===== src/rtl/lp_escape_rx.sv =====
// D-PHY LP-mode receiver: synchronizes and deglitches the Dp/Dn pair, then decodes
// stop, HS-request, escape entry, spaced-one-hot commands, LPDT bytes and ULPS.
module lp_escape_rx #(
  parameter int unsigned FILTER_CYC = 4,
  parameter int unsigned STOP_CYC   = 100,
  parameter logic [7:0]  CMD_LPDT   = 8'h87,
  parameter logic [7:0]  CMD_ULPS   = 8'h78,
  parameter logic [7:0]  CMD_TRIG   = 8'h46
) (
  input  logic       i_clk,
  input  logic       i_reset,
  input  logic       i_lp_p,
  input  logic       i_lp_n,
  output logic [1:0] o_lp_state,
  output logic       o_stop,
  output logic       o_hs_req,
  output logic [7:0] o_esc_cmd,
  output logic       o_trigger,
  output logic       o_ulps,
  output logic       o_lpdt_active,
  output logic [7:0] o_data,
  output logic       o_data_valid,
  output logic       o_esc_err
);

  localparam logic [3:0] FILT_N = 4'(FILTER_CYC);
  localparam logic [9:0] STOP_N = 10'(STOP_CYC);
  localparam logic [1:0] LP11 = 2'b11;
  localparam logic [1:0] LP10 = 2'b10;
  localparam logic [1:0] LP01 = 2'b01;
  localparam logic [1:0] LP00 = 2'b00;

  typedef enum logic [3:0] {
    S_WAIT_STOP, S_STOP, S_HS_RQ, S_ESC_RQ, S_ESC_GO, S_ESC_ACK,
    S_ESC_SPACE, S_MARK0, S_MARK1, S_ULPS, S_ULPS_EXIT
  } state_e;

  logic [1:0] sync1_q, sync1_d, sync2_q, sync2_d, vld_q, vld_d;
  logic [1:0] cand_q, cand_d, lp_q, lp_d;
  logic [3:0] flt_cnt_q, flt_cnt_d;
  logic [9:0] stop_cnt_q, stop_cnt_d;
  logic       stop_q, stop_d;
  state_e     state_q, state_d;
  logic [2:0] bit_cnt_q, bit_cnt_d;
  logic [7:0] shift_q, shift_d, esc_cmd_q, esc_cmd_d, data_q, data_d;
  logic       lpdt_q, lpdt_d, trig_q, trig_d, ulps_q, ulps_d;
  logic       hs_req_q, hs_req_d, trigger_q, trigger_d;
  logic       data_valid_q, data_valid_d, esc_err_q, esc_err_d;
  logic       f_chg, commit, commit_bit, do_exit, illegal;
  logic [7:0] byte_nxt;

  // Front end: the filter only runs once both synchronizer stages hold real samples,
  // so stale flop contents after reset can never be accepted as a line state.
  always_comb begin
    // NOTE: every _d signal gets a default before any condition so no path infers a latch.
    sync1_d   = {i_lp_p, i_lp_n};
    sync2_d   = sync1_q;
    vld_d     = {vld_q[0], 1'b1};
    cand_d    = cand_q;
    flt_cnt_d = flt_cnt_q;
    lp_d      = lp_q;
    if (vld_q[1]) begin
      if (sync2_q != cand_q) begin
        cand_d    = sync2_q;
        flt_cnt_d = 4'd1;
      end else if (flt_cnt_q != FILT_N) begin
        flt_cnt_d = flt_cnt_q + 4'd1;
      end
      if (flt_cnt_d == FILT_N) lp_d = sync2_q;
    end

    stop_cnt_d = stop_cnt_q;
    if (lp_q != LP11) stop_cnt_d = '0;
    else if (flt_cnt_q == FILT_N && stop_cnt_q != STOP_N) stop_cnt_d = stop_cnt_q + 10'd1;
    stop_d = (stop_cnt_d >= STOP_N);
  end

  always_comb begin
    state_d      = state_q;
    bit_cnt_d    = bit_cnt_q;
    shift_d      = shift_q;
    esc_cmd_d    = esc_cmd_q;
    data_d       = data_q;
    lpdt_d       = lpdt_q;
    trig_d       = trig_q;
    ulps_d       = ulps_q;
    hs_req_d     = 1'b0;
    trigger_d    = 1'b0;
    data_valid_d = 1'b0;
    esc_err_d    = 1'b0;
    commit       = 1'b0;
    commit_bit   = 1'b0;
    do_exit      = 1'b0;
    illegal      = 1'b0;
    f_chg        = (lp_d != lp_q);

    if (state_q == S_WAIT_STOP) begin
      if (lp_d == LP11) state_d = S_STOP;
    end else if (f_chg) begin
      case (state_q)
        S_STOP: begin
          if (lp_d == LP01) state_d = S_HS_RQ;
          else if (lp_d == LP10) state_d = S_ESC_RQ;
          else illegal = 1'b1;
        end
        S_HS_RQ: begin
          if (lp_d == LP00) begin
            hs_req_d = 1'b1;
            state_d  = S_WAIT_STOP;
          end else if (lp_d == LP11) state_d = S_STOP;
          else illegal = 1'b1;
        end
        S_ESC_RQ: if (lp_d == LP00) state_d = S_ESC_GO; else illegal = 1'b1;
        S_ESC_GO: if (lp_d == LP01) state_d = S_ESC_ACK; else illegal = 1'b1;
        S_ESC_ACK: begin
          if (lp_d == LP00) begin
            state_d   = S_ESC_SPACE;
            bit_cnt_d = '0;
            shift_d   = '0;
            lpdt_d    = 1'b0;
            trig_d    = 1'b0;
          end else illegal = 1'b1;
        end
        S_ESC_SPACE: begin
          if (lp_d == LP10) state_d = S_MARK1;
          else if (lp_d == LP01) state_d = S_MARK0;
          else illegal = 1'b1;
        end
        S_MARK0: if (lp_d == LP00) commit = 1'b1; else illegal = 1'b1;
        S_MARK1: begin
          if (lp_d == LP00) begin
            commit     = 1'b1;
            commit_bit = 1'b1;
          end else if (lp_d == LP11) do_exit = 1'b1;
          else illegal = 1'b1;
        end
        S_ULPS: begin
          if (lp_d == LP10) state_d = S_ULPS_EXIT;
          else if (lp_d == LP11) begin
            state_d = S_STOP;
            ulps_d  = 1'b0;
          end else illegal = 1'b1;
        end
        S_ULPS_EXIT: begin
          if (lp_d == LP11) begin
            state_d = S_STOP;
            ulps_d  = 1'b0;
          end else if (lp_d == LP00) state_d = S_ULPS;
          else illegal = 1'b1;
        end
        default: illegal = 1'b1;
      endcase
    end

    // Bits land LSB-first: after eight shifts the first bit sits in bit 0.
    byte_nxt = {commit_bit, shift_q[7:1]};
    if (commit) begin
      shift_d   = byte_nxt;
      bit_cnt_d = bit_cnt_q + 3'd1;
      state_d   = S_ESC_SPACE;
      if (bit_cnt_q == 3'd7) begin
        if (lpdt_q) begin
          data_d       = byte_nxt;
          data_valid_d = 1'b1;
        end else if (trig_q) begin
          illegal = 1'b1;
        end else begin
          esc_cmd_d = byte_nxt;
          if (byte_nxt == CMD_LPDT) lpdt_d = 1'b1;
          else if (byte_nxt == CMD_ULPS) begin
            ulps_d  = 1'b1;
            state_d = S_ULPS;
          end else if (byte_nxt == CMD_TRIG) begin
            trigger_d = 1'b1;
            trig_d    = 1'b1;
          end else illegal = 1'b1;
        end
      end
    end

    if (do_exit) begin
      lpdt_d    = 1'b0;
      trig_d    = 1'b0;
      esc_err_d = (bit_cnt_q != 3'd0);
      state_d   = S_STOP;
    end

    if (illegal) begin
      esc_err_d = 1'b1;
      lpdt_d    = 1'b0;
      trig_d    = 1'b0;
      ulps_d    = 1'b0;
      state_d   = (lp_d == LP11) ? S_STOP : S_WAIT_STOP;
    end
  end

  always_ff @(posedge i_clk) begin
    // NOTE: sequential state uses non-blocking assignments only; reset is sampled on the edge.
    if (i_reset) begin
      sync1_q      <= '0;
      sync2_q      <= '0;
      vld_q        <= '0;
      cand_q       <= LP11;
      flt_cnt_q    <= '0;
      lp_q         <= LP11;
      stop_cnt_q   <= '0;
      stop_q       <= 1'b0;
      state_q      <= S_WAIT_STOP;
      bit_cnt_q    <= '0;
      shift_q      <= '0;
      esc_cmd_q    <= '0;
      data_q       <= '0;
      lpdt_q       <= 1'b0;
      trig_q       <= 1'b0;
      ulps_q       <= 1'b0;
      hs_req_q     <= 1'b0;
      trigger_q    <= 1'b0;
      data_valid_q <= 1'b0;
      esc_err_q    <= 1'b0;
    end else begin
      sync1_q      <= sync1_d;
      sync2_q      <= sync2_d;
      vld_q        <= vld_d;
      cand_q       <= cand_d;
      flt_cnt_q    <= flt_cnt_d;
      lp_q         <= lp_d;
      stop_cnt_q   <= stop_cnt_d;
      stop_q       <= stop_d;
      state_q      <= state_d;
      bit_cnt_q    <= bit_cnt_d;
      shift_q      <= shift_d;
      esc_cmd_q    <= esc_cmd_d;
      data_q       <= data_d;
      lpdt_q       <= lpdt_d;
      trig_q       <= trig_d;
      ulps_q       <= ulps_d;
      hs_req_q     <= hs_req_d;
      trigger_q    <= trigger_d;
      data_valid_q <= data_valid_d;
      esc_err_q    <= esc_err_d;
    end
  end

  assign o_lp_state    = lp_q;
  assign o_stop        = stop_q;
  assign o_hs_req      = hs_req_q;
  assign o_esc_cmd     = esc_cmd_q;
  assign o_trigger     = trigger_q;
  assign o_ulps        = ulps_q;
  assign o_lpdt_active = lpdt_q;
  assign o_data        = data_q;
  assign o_data_valid  = data_valid_q;
  assign o_esc_err     = esc_err_q;

endmodule


===== config.mk =====
export PLATFORM = sky130hd
export DESIGN_NAME = lp_escape_rx
export DESIGN_NICKNAME = d
export VERILOG_FILES = /design/src/rtl/lp_escape_rx.sv
export SDC_FILE = /design/constraint.sdc
export NUM_CORES = 1
export LEC_CHECK = 0
export ABC_AREA = 1
export ABC_CLOCK_PERIOD_IN_PS = 6000
export CORE_MARGIN = 2
export CORE_UTILIZATION = 40
export DETAILED_ROUTE_END_ITERATION = 7
export PLACE_DENSITY_LB_ADDON = 0.25
export REMOVE_ABC_BUFFERS = 1
export SYNTH_ARGS = -nofsm -noshare
export SYNTH_HDL_FRONTEND = slang
export SYNTH_SLANG_ARGS = --single-unit

===== constraint.sdc =====
create_clock -name i_clk -period 6 [get_ports i_clk]
set_input_delay 0.9 -clock i_clk [delete_from_list [all_inputs] [get_ports i_clk]]
set_output_delay 0.9 -clock i_clk [all_outputs]
set_load 0.03 [all_outputs]

# --- Yosys cells after proc, flatten, opt, wreduce, memory -nomap -nowiden ---
# Cells that the tools add are included.
totals:
  inputBits: 4
  ff_bits: 63
  wordCells: 192
  out_inout_bits: 25
classes:
  bitwise: 6
  muxes: 108
  n_reduce_logical: 22
  eq_ne: 31
  n_addsub: 3
  n_lt_le_gt_ge: 1
ops:
  columns: ["operator", "n"]
  rows:
  - ["4-bit two-way mux", 25]
  - ["1-bit two-way mux", 66]
  - ["8-bit two-way mux", 5]
  - ["4-bit case mux with 8 select lines", 1]
  - ["4-bit by 3-bit == test with 1-bit output, second input constant", 6]
  - ["7-bit inequality test, second input constant", 3]
  - ["10-bit two-way mux", 2]
  - ["6-bit inequality test, second input constant", 3]
  - ["8-bit by 7-bit == test with 1-bit output, second input constant", 2]
  - ["3-bit two-way mux", 5]
  - ["4-bit == test, second input constant", 3]
  - ["12-bit nonzero test", 1]
  - ["10-bit by 1-bit adder with 10-bit output, second input constant", 1]
  - ["10-bit by 7-bit >= comparator with 1-bit output, second input constant", 1]
  - ["10-bit by 7-bit inequality test with 1-bit output, second input constant", 1]
  - ["3-bit OR reduction", 3]
  - ["4-bit by 2-bit == test with 1-bit output, second input constant", 2]
  - ["8-bit == test, second input constant", 1]
  - ["4-bit AND reduction", 2]
  - ["8-bit AND reduction", 1]
  - ["1-bit case mux with 7 select lines", 1]
  - ["7-bit OR reduction", 1]
  - ["1-bit inverter", 6]
  - ["2-bit nonzero test", 3]
  - ["other kinds (20)", 26]

# --- Longest topological paths before layout ---
# Gate-level depths: netlist of run 1.
depth:
  word_depth: 22
  depth_mapped: 26
  mapped_depth_nobuf: 26

# --- Least setup slack after synthesis of run 1 ---
# Ideal clock, no wire load.
synth_timing:
  kind: "flip-flop to flip-flop"
  from: "reg flt_cnt_q[0]"
  to: "reg state_q[0]"
  stages_incl_launch_ff: 21
  setup_time_ps: 116
  t_required_ps: 5884
  synth_period_minus_slack_ps: 2868
  arrival_ps: 2752
  slack_ps: 3132
  path_cell_list: "dfxtp_1 -> inv_1 -> ha_1 -> nand3_1 -> nand2_1 -> nand2_1 -> nand2_2 -> nor2_4 -> nand3_1 -> nand2_1 -> inv_1 -> ha_1 -> inv_1 -> o32ai_1 -> a21oi_1 -> nand3_1 -> nand2_1 -> a21oi_1 -> nand4_1 -> o21ai_0 -> nor2_1"
synth_between:
  elab_chain_cells: 22
  elab_cells_between_ends: 74
  cone_classes: "add/sub: 1; eq/ne: 15; mux: 54; reduce/logical: 4"
synth_lines:
  columns: ["item", "line_no", "source"]
  rows:
  - ["from (decl)", "40", "logic [3:0] flt_cnt_q, flt_cnt_d;"]
  - ["from (signal assigned)", "225", "flt_cnt_q <= flt_cnt_d;"]
  - ["4-bit by 1-bit adder with 4-bit output or 4-bit by 3-bit inequality test with 1-bit output (tied branches)", "67, 66", null]
  - ["4-bit two-way mux *", "66", "end else if (flt_cnt_q != FILT_N) begin"]
  - ["4-bit two-way mux *", "63", "if (sync2_q != cand_q) begin"]
  - ["4-bit two-way mux *", "62", "if (vld_q[1]) begin"]
  - ["4-bit by 3-bit == test with 1-bit output *", "69", "if (flt_cnt_d == FILT_N) lp_d = sync2_q;"]
  - ["2-bit two-way mux *", "69", null]
  - ["2-bit two-way mux *", "62", null]
  - ["net lp_d[1]", "39", "logic [1:0] cand_q, cand_d, lp_q, lp_d;"]
  - ["[... 7 more ...]", null, null]
  - ["1-bit two-way mux", "170", "else if (byte_nxt == CMD_ULPS) begin"]
  - ["1-bit two-way mux", "169", "if (byte_nxt == CMD_LPDT) lpdt_d = 1'b1;"]
  - ["1-bit two-way mux", "165", "end else if (trig_q) begin"]
  - ["1-bit two-way mux", "162", "if (lpdt_q) begin"]
  - ["1-bit two-way mux", "161", "if (bit_cnt_q == 3'd7) begin"]
  - ["1-bit two-way mux", "157", "if (commit) begin"]
  - ["7-bit inequality test (no source line) (tied with other cells)", null, null]
  - ["8-bit AND reduction (no source line)", null, null]
  - ["to (signal assigned)", "229", "state_q <= state_d;"]
  - ["to (decl)", "43", "state_e state_q, state_d;"]
# The timed path passes the listed nets; every way through them passes the cells marked *. The select of a mux whose other input is x is not followed.
# A chain may end at the register's enable or synchronous reset.

# --- Worst setup path after layout of run 1 ---
layout_timing:
  from: "reg flt_cnt_q[0]"
  to: "reg state_q[1]"
layout_between:
  elab_chain_cells: 22
  elab_cells_between_ends: 73
  cone_classes: "add/sub: 1; eq/ne: 15; mux: 53; reduce/logical: 4"
layout_lines:
  columns: ["item", "line_no"]
  rows:
  - ["4-bit by 1-bit adder with 4-bit output or 4-bit by 3-bit inequality test with 1-bit output (tied branches)", "67, 66"]
  - ["4-bit two-way mux *", "66"]
  - ["4-bit two-way mux *", "63"]
  - ["4-bit two-way mux *", "62"]
  - ["4-bit by 3-bit == test with 1-bit output *", "69"]
  - ["2-bit two-way mux *", "69"]
  - ["2-bit two-way mux *", "62"]
  - ["net lp_d[1]", "39"]
  - ["[... 7 more ...]", null]
  - ["1-bit two-way mux", "170"]
  - ["1-bit two-way mux", "169"]
  - ["1-bit two-way mux", "165"]
  - ["1-bit two-way mux", "162"]
  - ["1-bit two-way mux", "161"]
  - ["1-bit two-way mux", "157"]
  - ["7-bit inequality test (no source line) (tied with other cells)", null]
  - ["8-bit AND reduction (no source line)", null]
# Marks and branches as above.

==> results.ini, run 1 <==
[outcome]
outcome=finished clean

[cts]
cts_tree=done
clock_path_buffers=2
cts_buffers=9
clock_sinks=62
clk_pin_slew_ns=0.07
clkLatencyLatePin_ns=0.34
post_cts_buffers=0
ctsResizeCount=0
root_buffer=clkbuf_8
cts_hold_buf=0
cts_max_level=3

[sta]
setup_slack_ns=2.76
fin_setup_tns_ns=0
hold_viol_final=0
finClkSkew_ns=0.00588
period_minus_slack_ns=3.24
rsz0062_at_grt=no
fmax_mhz=308
relSlewSlack_pct=44.5
tightest_slew_ns=0.829
fin_crit_sh_pct=54.1
final_max_slew_viol_count=0
setup_viol=0

[floorplan]
num_rows=32
dieArea_um2=8820
dieHeight_um=93.9
io_pins=29
initial_core_util_pct=41.6
core_um2=7770
fp.dieW_um=93.9

[logic_synthesis]
synth_ff_type=dfxtp_1
ys_top_cells_by_area=dfxtp_1 (38%), inv_1 (8.9%), nand2_1 (8.9%)
synth_cells=462
synth_top_area_share_pct=38.4
synth_warnings=0
synthArstFlopShare_pct=0
synthesis.area_um2=3230
synth_seq_cells=62
synth-edff-count=0
syn_avg_cell_area_um2=7.00
synth_area_leader_cell=dfxtp_1
ys_seq_area_share_pct=38.4
ys_types=37

[critical_path]
crit_required_ns=6.23
cp_num_buf_inv=4
startpoint_type=register
cpLargestDelayFamily=simple AND/OR/NAND/NOR gates
critical_path.max_fanout=6
max_stage_delay_ns=0.40
end_kind=register
critPathArrivalTime_ns=3.48
crit_chain=inv_1, ha_1, nand3_1, nand2_1, nand2_1, nand2_2, nor2_4, nand3_1, nand2_1, inv_1, ha_1, inv_1, o32ai_1, a21oi_1, nand3_1, nand2_1, a21oi_1, inv_1, o21ai_0, nor2_1
slowest_stage=dfxtp_1
crit_type=reg -> reg

[placed_design]
hpwl_mm=5.53
gp_congestion=0.937
dp_slack_ns=2.80
port_buffers=28

[min_path]
min_path_type=reg -> reg

[global_routing]
grt_max_degree=39
grt_pass1_vias=2887
grt_usage_pct=18.5
overflow=0
grt_pass1_wl_mm=12.9
antenna_found_initial=0

[finish]
multiInputGateArea_um2=1640
nets=511
drive_gt1_share_pct=7.43
fillers=798
diodes=0
seqCellArea_um2=1240
syn2layout_area_growth_pct=18.3

[routing]
routedWlPerCell_um=12.5
postRouteWirelength_mm=7.49
vias_per_cell=5.02
dr.first_iter.drc_count=185
vias=3009
drc=0
drt_pass1_iterations=4
final_antenna_net_count=0

[pwr]
power_frac_seq_pct=40.1
pwr-share-clk_pct=37.5
leakage_nw=1.57
netSwitchingFraction_pct=31.3
combPwrFrac_pct=22.5
intPower_mw=0.760
irDropWorstVdd_mv=0.178
p_per_area_nw_per_um2=289
switchingPower_mw=0.346

[flow_run]
drv_cap=0

[worst paths after layout]
kind	endpoint	cells past startpoint	startpoint	slack, ns
worst max register to register	state_q[1]$_SDFFE_PP0P_	20	flt_cnt_q[0]$_SDFFE_PP0P_	2.76
worst min register to register	sync2_q[1]$_SDFF_PP0_	2	sync1_q[1]$_SDFF_PP0_	0.40
worst min-delay path	sync2_q[1]$_SDFF_PP0_	2	sync1_q[1]$_SDFF_PP0_	0.40
worst max-delay path	state_q[1]$_SDFFE_PP0P_	20	flt_cnt_q[0]$_SDFFE_PP0P_	2.76
[synth_stat cells (5+ instances only)]
| master | n |
|---|---|
| nor2_1 | 74 |
| nand2_1 | 77 |
| nor3_1 | 13 |
| clkbuf_1 | 6 |
| a21oi_1 | 30 |
| dfxtp_1 | 62 |
| nand3_1 | 20 |
| nand4_1 | 9 |
| a211oi_1 | 12 |
| nand2_2 | 5 |
| ha_1 | 13 |
| inv_1 | 77 |
| o21ai_0 | 25 |
[sequential cells by signal (all words and copies together) (netlist names), 2 cells and up]
| name | flops |
|---|---|
| stop_cnt_q | 10 |
| shift_q | 7 |
| o_lp_state | 2 |
| flt_cnt_q | 4 |
| sync1_q | 2 |
| vld_q | 2 |
| o_data | 8 |
| o_esc_cmd | 8 |
| state_q | 4 |
| cand_q | 2 |
| bit_cnt_q | 3 |
| sync2_q | 2 |
[layout make-up]
cell class | count | area share (%)
sequential | 62 | 32.5
clock inverter | 4 | 1.83
tap | 102 | 3.34
timing repair buffer | 29 | 7.52
inverter | 81 | 7.98
clock buffer | 11 | 3.96
multi-input combinational | 311 | 42.9
[through the flow]
stage / cells / area [µm²] / total power, mW / utilization (%) / hold slack (ns)
floorplan: 454 / 3190 / 0.632 / - / 0.388
global placement: 585 / 3600 / 0.696 / 46.4 / 0.390
detailed placement: 585 / 3600 / 0.692 / 46.4 / 0.396
CTS: 600 / 3820 / 1.11 / 49.2 / 0.406
global route: 600 / 3820 / 1.17 / 49.2 / 0.424
finish: 600 / 3820 / 1.11 / 49.2 / 0.402
[cell usage in the layout (no fill, tap or decap), types with 3 or more instances in the layout]
master,instances
o211ai_1,3
nand3_1,20
nor2_1,74
nand4_1,9
inv_1,77
inv_2,3
clkinv_2,3
a211oi_1,12
nor3_1,13
dfxtp_1,62
nand2_1,77
a21oi_1,30
nand2_2,5
o21ai_0,25
xor2_1,3
clkdlybuf4s50_1,28
clkbuf_8,11
nor4_1,3
ha_1,13
nand3b_1,3
[layer usage]
layer  GRT usage, %  vias up  share of wire (%)  routed length [µm]
met1           21.9     1345                 45                3340
met5              0        -                  0                   0
met4           9.66        0                3.3                 248
met3           4.82       21                4.7                 353
li1               -     1554                  -                   -
met2           30.6       89                 47                3550
[tightest hold or removal path, delay by kind of cell, from the launching register on]
family | cells | cell delay, ns
flops | 1 | 0.30
simple gates | 1 | 0.03
buf+inv | 1 | 0.04
[kinds of logic (layout without fill, tap and decap cells)]
family                   Yosys count  in the layout  share of synthesized area [%]
AO/OA/AOI/OAI                     81             81                           15.0
flip-flops                        62             62                           38.4
AND/OR/NAND/NOR                  214            214                           29.9
XOR/XNOR                           3              3                          0.813
buffers and inverters             89            125                           10.8
adder cells (fa/ha/maj)           13             13                           5.03
[power by group through the flow]
stage	clock [mW]	sequential, mW	combinational (mW)
after global routing	0.443	0.446	0.279
after floorplan	0	0.447	0.185
after CTS	0.428	0.443	0.242
final	0.414	0.443	0.248
after global placement	0	0.453	0.243
after detailed placement	0	0.452	0.240
No activity file was read; power rests on OpenSTA's default activity.
==> run 2, diff against run 1 <==
ABC_CLOCK_PERIOD_IN_PS = 3310   (was 6000)
clock period = 3.31 ns   (was 6 ns; I/O delays follow)
==> results.ini, run 2 (synthesized netlist as in run 1, its figures left out) <==
[outcome]
outcome=finished clean

[cts]
clkLatencyLatePin_ns=0.34  ; about the same
root_buffer=clkbuf_8
cts_buffers=9  ; unchanged
clk_pin_slew_ns=0.07  ; about the same
clock_path_buffers=2  ; unchanged
cts_hold_buf=0  ; unchanged
cts_tree=done
cts_max_level=3  ; unchanged
clock_sinks=62  ; unchanged

[pwr]
leakage_nw=1.58  ; +0.89%
irDropWorstVdd_mv=0.256  ; +44%
p_per_area_nw_per_um2=521  ; +80%

[finish]
largest_reg_flops=10  ; unchanged
nets=513  ; +0.39%
layout.cells.non_filler=602  ; +0.33%
fillers=758  ; -5.0%
layout_commonest_cell=inv_1
syn2layout_area_growth_pct=19.9
diodes=0  ; unchanged
final_core_util_pct=49.9  ; +0.68 points
layout_common_cells=inv_1 (77), nand2_1 (76), nor2_1 (73)
drive_gt1_share_pct=9.60  ; +2.2 points
largest_register=stop_cnt_q

[sta]
fmax_mhz=333  ; +8.0%
period_minus_slack_ns=3.00  ; -0.240 ns
final_max_slew_viol_count=0  ; unchanged
whs_ns=0.401  ; -0.000500 ns
finClkSkew_ns=0.00811  ; +0.00224 ns
fin_setup_tns_ns=0  ; unchanged
fin_crit_sh_pct=90.7  ; +37 points
setup_slack_ns=0.307  ; -2.45 ns
setup_viol=0  ; unchanged
tightest_slew_ns=0.425  ; -0.404 ns
rsz0062_at_grt=yes
relSlewSlack_pct=71.4  ; +27 points
hold_viol_final=0  ; unchanged

[critical_path]
slowest_stage=dfxtp_2
critical_path.max_fanout=6  ; unchanged
crit_chain=inv_1, ha_1, nand3_1, nand2_1, nand2_1, nand2_2, nor2_4, nand3_1, nand2_2, inv_1, ha_1, inv_1, o32ai_1, a21oi_1, nand3_1, nand2_1, a21oi_4, nand4_1, o21ai_1, nor2_1
critPathArrivalTime_ns=3.23  ; -0.25 ns
crit_required_ns=3.54  ; -2.69 ns
max_stage_delay_ns=0.37  ; -0.03 ns
crit_type=reg -> reg
startpoint_type=register
end_kind=register

[placed_design]
gp_congestion=0.940  ; +0.31%
hpwl_mm=5.55  ; +0.29%
dp.cells=587  ; +0.34%
port_buffers=28  ; unchanged
dp_slack_ns=0.0978  ; -2.70 ns

[global_routing]
overflow=0  ; unchanged
grt_pass1_vias=2812  ; -2.6%
grt_pass1_wl_mm=12.7  ; -1.3%
antenna_found_initial=0  ; unchanged
grt_usage_pct=18.2  ; -0.28 points
grt_max_degree=24  ; -38%

[routing]
drt_pass1_iterations=4  ; unchanged
drc=0  ; unchanged
postRouteWirelength_mm=7.38  ; -1.5%
dr.first_iter.drc_count=139  ; -25%
vias_per_cell=4.99  ; -0.46%
final_antenna_net_count=0  ; unchanged
routedWlPerCell_um=12.3  ; -1.9%
vias=3005  ; -0.13%

[floorplan]
core_um2=7770  ; unchanged
fp.dieW_um=93.9  ; unchanged
dieHeight_um=93.9  ; unchanged
io_pins=29  ; unchanged
initial_core_util_pct=41.6  ; unchanged
dieArea_um2=8820  ; unchanged
num_rows=32  ; unchanged

[flow_run]
drv_cap=0  ; unchanged

[min_path]
min_path_type=reg -> reg

-- run 2: cell types whose count changed in the layout (fill, tap and decap cells not counted), moves of 2 or more --
| cell | before | now |
|---|---|---|
| buf_4 | 1 | 3 |
| dfxtp_2 | 0 | 2 |
| a21oi_1 | 30 | 28 |
| dfxtp_1 | 62 | 60 |
-- run 2: cell type report --
class                           count  area (µm²)  area share (%)
Tap cell                          102         128            3.29
Sequential cell                    62        1240            32.1
Timing Repair Buffer               31         303            7.81
Clock inverter                      4        70.1            1.81
Inverter                           81         308            7.94
Multi-Input combinational cell    311        1670            43.2
Clock buffer                       11         151            3.90
-- run 2: repair_timing --
action / 4_1_cts / 5_1_grt
setup endpoints to repair: 0 / 34
resized for setup: 0 / 12
buffers inserted: 0 / 0
-- run 2: power breakdown --
part	switching (mW)	internal (mW)	total, mW
logic	0.313	0.156	0.469
registers	0.0307	0.773	0.804
clock network	0.288	0.458	0.746
total	0.631	1.39	2.02
-- run 2: worst max-delay path: cells and delay by family, from the launching register on --
kind / cells / cell delay [ns]
simple gates: 11 / 1.08
compound gates: 4 / 0.70
buf+inv: 3 / 0.20
fa+ha+maj: 2 / 0.54
flops: 1 / 0.37
-- run 2: per-layer routing --
| layer | track usage (%) | wire length, µm | vias to the layer above |
|---|---|---|---|
| met5 | 0 | 0 | - |
| met4 | 7.73 | 180 | 0 |
| met3 | 4.90 | 356 | 15 |
| met2 | 30.0 | 3570 | 71 |
| met1 | 22.3 | 3270 | 1350 |
| li1 | - | - | 1569 |
-- run 2: per-stage QoR --
stage               power, mW  area [µm²]
floorplan                1.15        3190
global placement         1.26        3620
detailed placement       1.25        3620
CTS                      2.01        3840
global route             2.14        3880
finish                   2.02        3880
-- run 2: final timing paths --
| check | cells past startpoint | end | slack [ns] | startpoint |
|---|---|---|---|---|
| min reg2reg | 2 | sync2_q[1]$_SDFF_PP0_ | 0.40 | sync1_q[1]$_SDFF_PP0_ |
| max | 20 | state_q[0]$_SDFFE_PP0P_ | 0.31 | flt_cnt_q[0]$_SDFFE_PP0P_ |
| min | 2 | sync2_q[1]$_SDFF_PP0_ | 0.40 | sync1_q[1]$_SDFF_PP0_ |
| max reg2reg | 20 | state_q[0]$_SDFFE_PP0P_ | 0.31 | flt_cnt_q[0]$_SDFFE_PP0P_ |
